--- config.mk ---
export PLATFORM = sky130hd
export DESIGN_NAME = code_loader
export DESIGN_NICKNAME = d
export VERILOG_FILES = /design/src/rtl/code_loader.sv
export SDC_FILE = /design/constraint.sdc
export NUM_CORES = 1
export LEC_CHECK = 0
export ABC_AREA = 1
export BUFFER_PORTS_ARGS = -buffer_cell sky130_fd_sc_hd__buf_2
export CAP_MARGIN = 30
export CORE_ASPECT_RATIO = 1.4
export CORE_MARGIN = 1
export CORE_UTILIZATION = 65
export CTS_CLUSTER_SIZE = 25
export DETAILED_ROUTE_END_ITERATION = 10
export PLACE_DENSITY = 0.85
export SLEW_MARGIN = 20
export SYNTH_ARGS = -nofsm -noshare
export SYNTH_HDL_FRONTEND = slang
export SYNTH_SLANG_ARGS = --single-unit
--- constraint.sdc ---
create_clock -name clk -period 9.1 [get_ports clk]
set_clock_uncertainty 0.2 [all_clocks]
set_input_delay 0 -clock clk [delete_from_list [all_inputs] [get_ports clk]]
set_output_delay 0 -clock clk [all_outputs]
set_load 0.005 [all_outputs]
--- src/rtl/code_loader.sv ---
// code_loader: boot-time program loader. Frames the UART byte stream into
// 32-bit words, writes them to code_memory and checks an additive checksum.
module code_loader #(
  parameter int CODE_SIZE = 32767
) (
  input  logic        clk,
  input  logic        rst,
  input  logic        start,
  input  logic        rx_valid,
  input  logic [7:0]  rx_data,
  output logic        mem_we,
  output logic [31:0] mem_addr,
  output logic [31:0] mem_wdata,
  output logic        busy,
  output logic        done,
  output logic        error
);

  typedef enum logic [2:0] {
    S_IDLE,
    S_LEN,
    S_DATA,
    S_CSUM,
    S_DONE,
    S_ERROR
  } state_t;

  // Number of words code_memory can hold; a longer frame is rejected up front.
  localparam logic [31:0] MAX_WORDS = 32'(CODE_SIZE) + 32'd1;

  state_t      state_q, state_d;
  logic [1:0]  byte_cnt_q, byte_cnt_d;
  logic [31:0] word_cnt_q, word_cnt_d;
  logic [31:0] len_q, len_d;
  logic [31:0] asm_q, asm_d;
  logic [7:0]  sum_q, sum_d;
  logic        mem_we_q, mem_we_d;
  logic [31:0] mem_addr_q, mem_addr_d;
  logic [31:0] mem_wdata_q, mem_wdata_d;
  logic        done_q, done_d;
  logic        error_q, error_d;

  // Completed values as they look on the cycle their last byte arrives.
  logic [31:0] full_len;
  logic [31:0] full_word;
  assign full_len  = {rx_data, len_q[23:0]};
  assign full_word = {rx_data, asm_q[23:0]};

  // Next-state and datapath updates; every register holds unless a byte or start arrives.
  always_comb begin
    state_d     = state_q;
    byte_cnt_d  = byte_cnt_q;
    word_cnt_d  = word_cnt_q;
    len_d       = len_q;
    asm_d       = asm_q;
    sum_d       = sum_q;
    mem_we_d    = 1'b0;
    mem_addr_d  = mem_addr_q;
    mem_wdata_d = mem_wdata_q;
    done_d      = done_q;
    error_d     = error_q;

    case (state_q)
      S_IDLE, S_DONE, S_ERROR: begin
        if (start) begin
          state_d    = S_LEN;
          done_d     = 1'b0;
          error_d    = 1'b0;
          byte_cnt_d = 2'd0;
          word_cnt_d = 32'd0;
          len_d      = 32'd0;
          asm_d      = 32'd0;
          sum_d      = 8'd0;
        end
      end
      S_LEN: begin
        if (rx_valid) begin
          len_d[8*byte_cnt_q +: 8] = rx_data;
          byte_cnt_d               = byte_cnt_q + 2'd1;
          if (byte_cnt_q == 2'd3) begin
            if (full_len == 32'd0) begin
              state_d = S_CSUM;
            end else if (full_len > MAX_WORDS) begin
              state_d = S_ERROR;
              error_d = 1'b1;
            end else begin
              state_d = S_DATA;
            end
          end
        end
      end
      S_DATA: begin
        if (rx_valid) begin
          asm_d[8*byte_cnt_q +: 8] = rx_data;
          sum_d                    = sum_q + rx_data;
          byte_cnt_d               = byte_cnt_q + 2'd1;
          if (byte_cnt_q == 2'd3) begin
            mem_we_d    = 1'b1;
            mem_addr_d  = word_cnt_q;
            mem_wdata_d = full_word;
            word_cnt_d  = word_cnt_q + 32'd1;
            if (word_cnt_q == len_q - 32'd1) begin
              state_d = S_CSUM;
            end
          end
        end
      end
      S_CSUM: begin
        if (rx_valid) begin
          if (rx_data == sum_q) begin
            state_d = S_DONE;
            done_d  = 1'b1;
          end else begin
            state_d = S_ERROR;
            error_d = 1'b1;
          end
        end
      end
      default: begin
        state_d = S_IDLE;
      end
    endcase
  end

  // State and datapath registers; reset abandons any partial load at once.
  always_ff @(posedge clk or posedge rst) begin
    if (rst) begin
      state_q     <= S_IDLE;
      byte_cnt_q  <= 2'd0;
      word_cnt_q  <= 32'd0;
      len_q       <= 32'd0;
      asm_q       <= 32'd0;
      sum_q       <= 8'd0;
      mem_we_q    <= 1'b0;
      mem_addr_q  <= 32'd0;
      mem_wdata_q <= 32'd0;
      done_q      <= 1'b0;
      error_q     <= 1'b0;
    end else begin
      state_q     <= state_d;
      byte_cnt_q  <= byte_cnt_d;
      word_cnt_q  <= word_cnt_d;
      len_q       <= len_d;
      asm_q       <= asm_d;
      sum_q       <= sum_d;
      mem_we_q    <= mem_we_d;
      mem_addr_q  <= mem_addr_d;
      mem_wdata_q <= mem_wdata_d;
      done_q      <= done_d;
      error_q     <= error_d;
    end
  end

  assign busy      = (state_q == S_LEN) || (state_q == S_DATA) || (state_q == S_CSUM);
  assign mem_we    = mem_we_q;
  assign mem_addr  = mem_addr_q;
  assign mem_wdata = mem_wdata_q;
  assign done      = done_q;
  assign error     = error_q;

endmodule

# After elaboration in Yosys (flattened, before gate mapping)
# Index checks and enable logic that the tools add are counted.
# word_totals
input_bits	12
register_bits	176
out_inout_bits	68
elab_cells	99
# classes
n_addsub	5
shift	2
n_reduce_logical	19
n_eq_ne	20
n_lt_le_gt_ge	1
n_mux	41
# ops
operator	n
32-bit one-hot mux with 2 select lines	3
32-bit two-way mux	5
32-bit bitwise mux	2
5-bit negator with 34-bit output	1
8-bit by 34-bit variable shift with 32-bit output (first input constant)	1
8-bit by 34-bit indexed part select with 32-bit output	1
32-bit by 1-bit adder with 32-bit output (second input constant)	1
32-bit equality test	1
32-bit by 16-bit > comparator with 1-bit output (second input constant)	1
32-bit logical NOT	1
32-bit by 1-bit subtractor with 32-bit output (second input constant)	1
3-bit two-way mux	9
2-bit inequality test (second input constant)	11
8-bit two-way mux	2
8-bit one-hot mux with 2 select lines	1
1-bit two-way mux	13
3-bit one-hot mux with 4 select lines	1
3-bit AND reduction	4
8-bit adder	1
8-bit equality test	1
4-bit AND reduction	2
8-bit AND reduction	1
2-bit nonzero test	4
7-bit AND reduction	1
15 further kinds	19

# Longest topological paths before layout
# depth
word_depth	6
ltp_mapped	18
depth_no_buf	18

# Least setup slack after synthesis
# No wires, ideal clock.
# synth_path
path_type	reg-to-reg
from	reg len_q[0]
to	reg state_q[1]
path_buffers	0
arrival_time_ns	1.889
setup_time_ns	0.117
slack_ns	6.894
required_time_ns	8.783
path_stages_with_launch	16
synth_period_minus_slack_ns	2.206
cell_sequence	dfrtp_1 -> inv_1 -> ha_1 -> nand2_1 -> nor2_1 -> nand2_1 -> nor2_1 -> nand3_1 -> nand2_1 -> nand3_1 -> nor2_1 -> nand3_1 -> nand2_1 -> nand2_1 -> nand2_1 -> nand2_1
# synth_via
elab_chain_cells	6
elab_cells_between_ends	11
classes_between	1 x add/sub; 1 x order compare; 2 x eq/ne; 5 x mux; 2 x reduce/logical
# synth_rtl
item	line_no	text
from (decl)	34	logic [31:0] len_q, len_d;
from (signal assigned)	143	len_q <= len_d;
branches (longest 6 deep; another with 32-bit by 1-bit subtractor with 32-bit output)	-	
to (signal assigned)	140	state_q <= state_d;
to (decl)	31	state_t state_q, state_d;
# Several ways; the timed one is not identified. The select of a mux whose other input is x is not followed.
# A chain may end at the register's enable or synchronous reset.

# Worst setup path after layout
# layout_path
from	reg state_q[1]
to	reg word_cnt_q[23]
# layout_via
elab_chain_cells	4
elab_cells_between_ends	11
classes_between	6 x eq/ne; 1 x mux; 4 x reduce/logical
# layout_rtl
item	line_no	text
3-bit equality test / 3-bit logical NOT (equally long branches)	63	case (state_q)
3-bit OR reduction	63	
2-bit inequality test (no line) / 2-bit nonzero test (equally long branches)	-	
4-bit AND reduction (no line)	-	
to (signal assigned)	142	word_cnt_q <= word_cnt_d;
to (decl)	33	logic [31:0] word_cnt_q, word_cnt_d;
# Parallel ways exist; a longest one is shown, timed or not.

==> reports/results.tsv <==
metric	value	unit
status	finished, final reports clean	
clk_latency	0.43	ns
synth_top_area_share	46.64	%
cts-buffers-inserted	17	
critical_path.reg2reg.startpoint	state_q[1]$_DFFE_PP0P_	
worst_path_max_delay_cell	dfrtp_1	
cts-root-buf	clkbuf_16	
p_leak	0.005288	µW
cp_max_fo	12	
vdd_ir_drop_max	0.1485	mV
fin_crit_sh	31.20	%
std_cell_rows	50	
setup_violations	0	
grt_overflow	0	
drc_errors	0	
start_kind	register	
endpoint_kind	register	
grt_pass1_vias	7797	
dr.first_iter.drc_count	620	
maxSlewHeadroom	43.98	%
dr.pass1.iters	7	
dp_hpwl	16500	µm
hold_depth	2	
avgViaCountPerCell	5.601	
async_flop_share	100.0	%
ys.flop_type	dfrtp_1	
area_growth	14.12	%
maxSlewViolCount	0	
worst_ep_required_time	9.22	ns
ant_nets	0	
wirelength	22860	µm
postSynthNetCount	1236	
clk_pin_slew	0.07	ns
post_route_cells_drive_above_1_share	10.40	%
antenna_found_initial	0	
hold_class	reg -> reg	
critPathKind	reg -> reg	
fmax	352.2	MHz
cpPeakStageDelay	0.47	ns
fin_area	0.01029	mm²
min_to	mem_addr[10]$_DFFE_PP0P_	
grt_pass1_wl	37010	µm
postCtsSetupRepairBufs	0	
tns	0	ns
portBuffers	79	
path_cells	nand2_2 > nor2_4 > nand2_1 > nand3_2 > nor2_8 > inv_4 > nor2_8 > nand3_4 > nor3_4 > nand2_1 > o21ai_1 > a21oi_1	
crit_arrival	2.96	ns
die_h	141.3	µm
die-area	0.01435	mm²
grt_max_degree	105	
n_antenna_cell	0	
synth-edff-count	0	
grt.total_usage	33.57	%
ys_top_cells_by_area	dfrtp_1 (47%), nand2_1 (14%), o21ai_0 (7.3%)	
rrSetupSlack	6.26	ns
r2r-end	word_cnt_q[23]$_DFFE_PP0P_	
layout_commonest_cell	nand2_1	
cts_tree	done	
num_vias	8346	
rsz0062_at_grt	false	
cts_resized	0	
fp.coreArea	0.01345	mm²
yosysTopAreaCell	dfrtp_1	
worstHoldStart	mem_addr[10]$_DFFE_PP0P_	
finalHoldViolations	0	
die_x	101.5	µm
netlist_area	0.009014	mm²
period_minus_slack	2.839	ns
clockBufferDepth	2	
ys_types	45	
start_util	67.01	%
final_cell_mix	nand2_1 (331), dfrtp_1 (168), inv_1 (158), nor2_1 (156), o21ai_0 (131)	
synth_sequential_area_ratio	46.64	%
fin_nets	1321	
netlist_instances	1210	
syn_area_per_cell	7.449	µm²
tightest_slew	0.8394	ns
ys_ff_latch	168	
htree_levels	4	
wl_per_cell	15.34	µm
cts_sinks	168	
yosysWarnings	0	
max_cap_viol_count	0	
r2r_cells	12	
ioPinCount	80	
gp_congestion	0.9646	
placed_cell_area	0.009532	mm²
powerDensity	258.8	mW/mm²
## per-layer routing
| layer | part of all wire [%] | global-route usage, % | up-vias |
|---|---|---|---|
| met3 | 4.8 | 4.631 | 93 |
| li1 | - | - | 4042 |
| met2 | 50 | 57.40 | 323 |
| met4 | 4.9 | 18.54 | 0 |
| met5 | 0 | 0 | - |
| met1 | 40 | 40.43 | 3888 |
## cells in the mapped netlist, types with 2 or more instances
library cell	number
nor4_1	3
o21bai_1	2
xnor2_1	12
nand2_2	2
o31ai_1	10
a31oi_1	5
inv_1	160
o21a_1	2
o21ai_1	6
nor2_8	2
nand3_1	64
o21ai_0	131
nand4_1	16
inv_2	2
a21oi_1	30
nor3_1	17
buf_2	3
a22o_1	3
dfrtp_1	168
nand3b_1	7
ha_1	13
nand2_1	331
nor2_1	157
nor2_2	3
buf_6	2
xor2_1	16
clkbuf_1	25
## what timing repair did
action / in CTS / in global routing
hold buffers: 11 / 1
setup endpoints to repair: 0 / 0
endpoints found under the hold margin: 155 / 12
## flip-flops by register name (all words and copies together), names as in the netlist, 2 cells and up
name	flops
len_q	32
mem_addr	32
mem_wdata	32
word_cnt_q	32
asm_q	24
sum_q	8
state_q	3
byte_cnt_q	2
## how the worst max path moves through the flow
stage	from	to	slack (ns)	cells after the start
CTS	state_q[0]$_DFFE_PP0P_	len_q[1]$_DFFE_PP0P_	6.20	12
global route	len_q[0]$_DFFE_PP0P_	state_q[2]$_DFFE_PP0P_	5.96	15
global placement	state_q[0]$_DFFE_PP0P_	len_q[0]$_DFFE_PP0P_	6.30	12
floorplan	rst	asm_q[0]$_DFFE_PP0P_	4.35	1
finish	state_q[1]$_DFFE_PP0P_	word_cnt_q[23]$_DFFE_PP0P_	6.26	12
detailed placement	state_q[0]$_DFFE_PP0P_	len_q[1]$_DFFE_PP0P_	6.30	12
## per-stage QoR
step / worst slack (ns) / utilization (%) / cells / total power, µW / hold WS [ns]
2_1_floorplan: 4.353 / - / 1210 / 1658 / -0.03367
3_3_place_gp: 6.300 / 70.87 / 1443 / 1882 / 0.05672
3_5_place_dp: 6.298 / 70.87 / 1443 / 1902 / 0.06453
4_1_cts: 6.200 / 76.08 / 1486 / 2629 / 0.1645
5_1_grt: 5.963 / 76.47 / 1490 / 2855 / 0.2869
6_report: 6.261 / 76.47 / 1490 / 2662 / 0.2657
## logic make-up after synthesis
family	Yosys count	synth area share, %
AO/OA/AOI/OAI	195	11.63
XOR/XNOR	29	2.970
adder cells (fa/ha/maj)	14	2.027
buffers and inverters	195	8.398
flip-flops	168	46.64
AND/OR/NAND/NOR	609	28.33
## worst max-delay path, delay by kind of cell, from the launching register on
| kind | cells | cell delay (ns) |
|---|---|---|
| flip-flops | 1 | 0.47 |
| AND/OR/NAND/NOR | 9 | 1.69 |
| buffers and inverters | 1 | 0.13 |
| AO/OA/AOI/OAI | 2 | 0.23 |
## area by class of cell
type | instances | area (µm²)
clock buffers | 18 | 429.2
clock inverters | 14 | 162.7
fillers | 1010 | 3164
inverters | 163 | 619.3
multi-input cells | 847 | 4055
flip-flops and latches | 168 | 4204
well taps | 182 | 227.7
repair buffers | 98 | 588.1
## where the power goes
| part | leakage (µW) | internal [µW] | total (µW) | switching (µW) |
|---|---|---|---|---|
| Combinational | 0.00278 | 334 | 1120 | 789 |
| Clock | 0.000284 | 391 | 724 | 333 |
| Sequential | 0.00222 | 785 | 816 | 31.5 |
| Total | 0.00529 | 1510 | 2660 | 1150 |
Power figures use the tool's default switching activity.
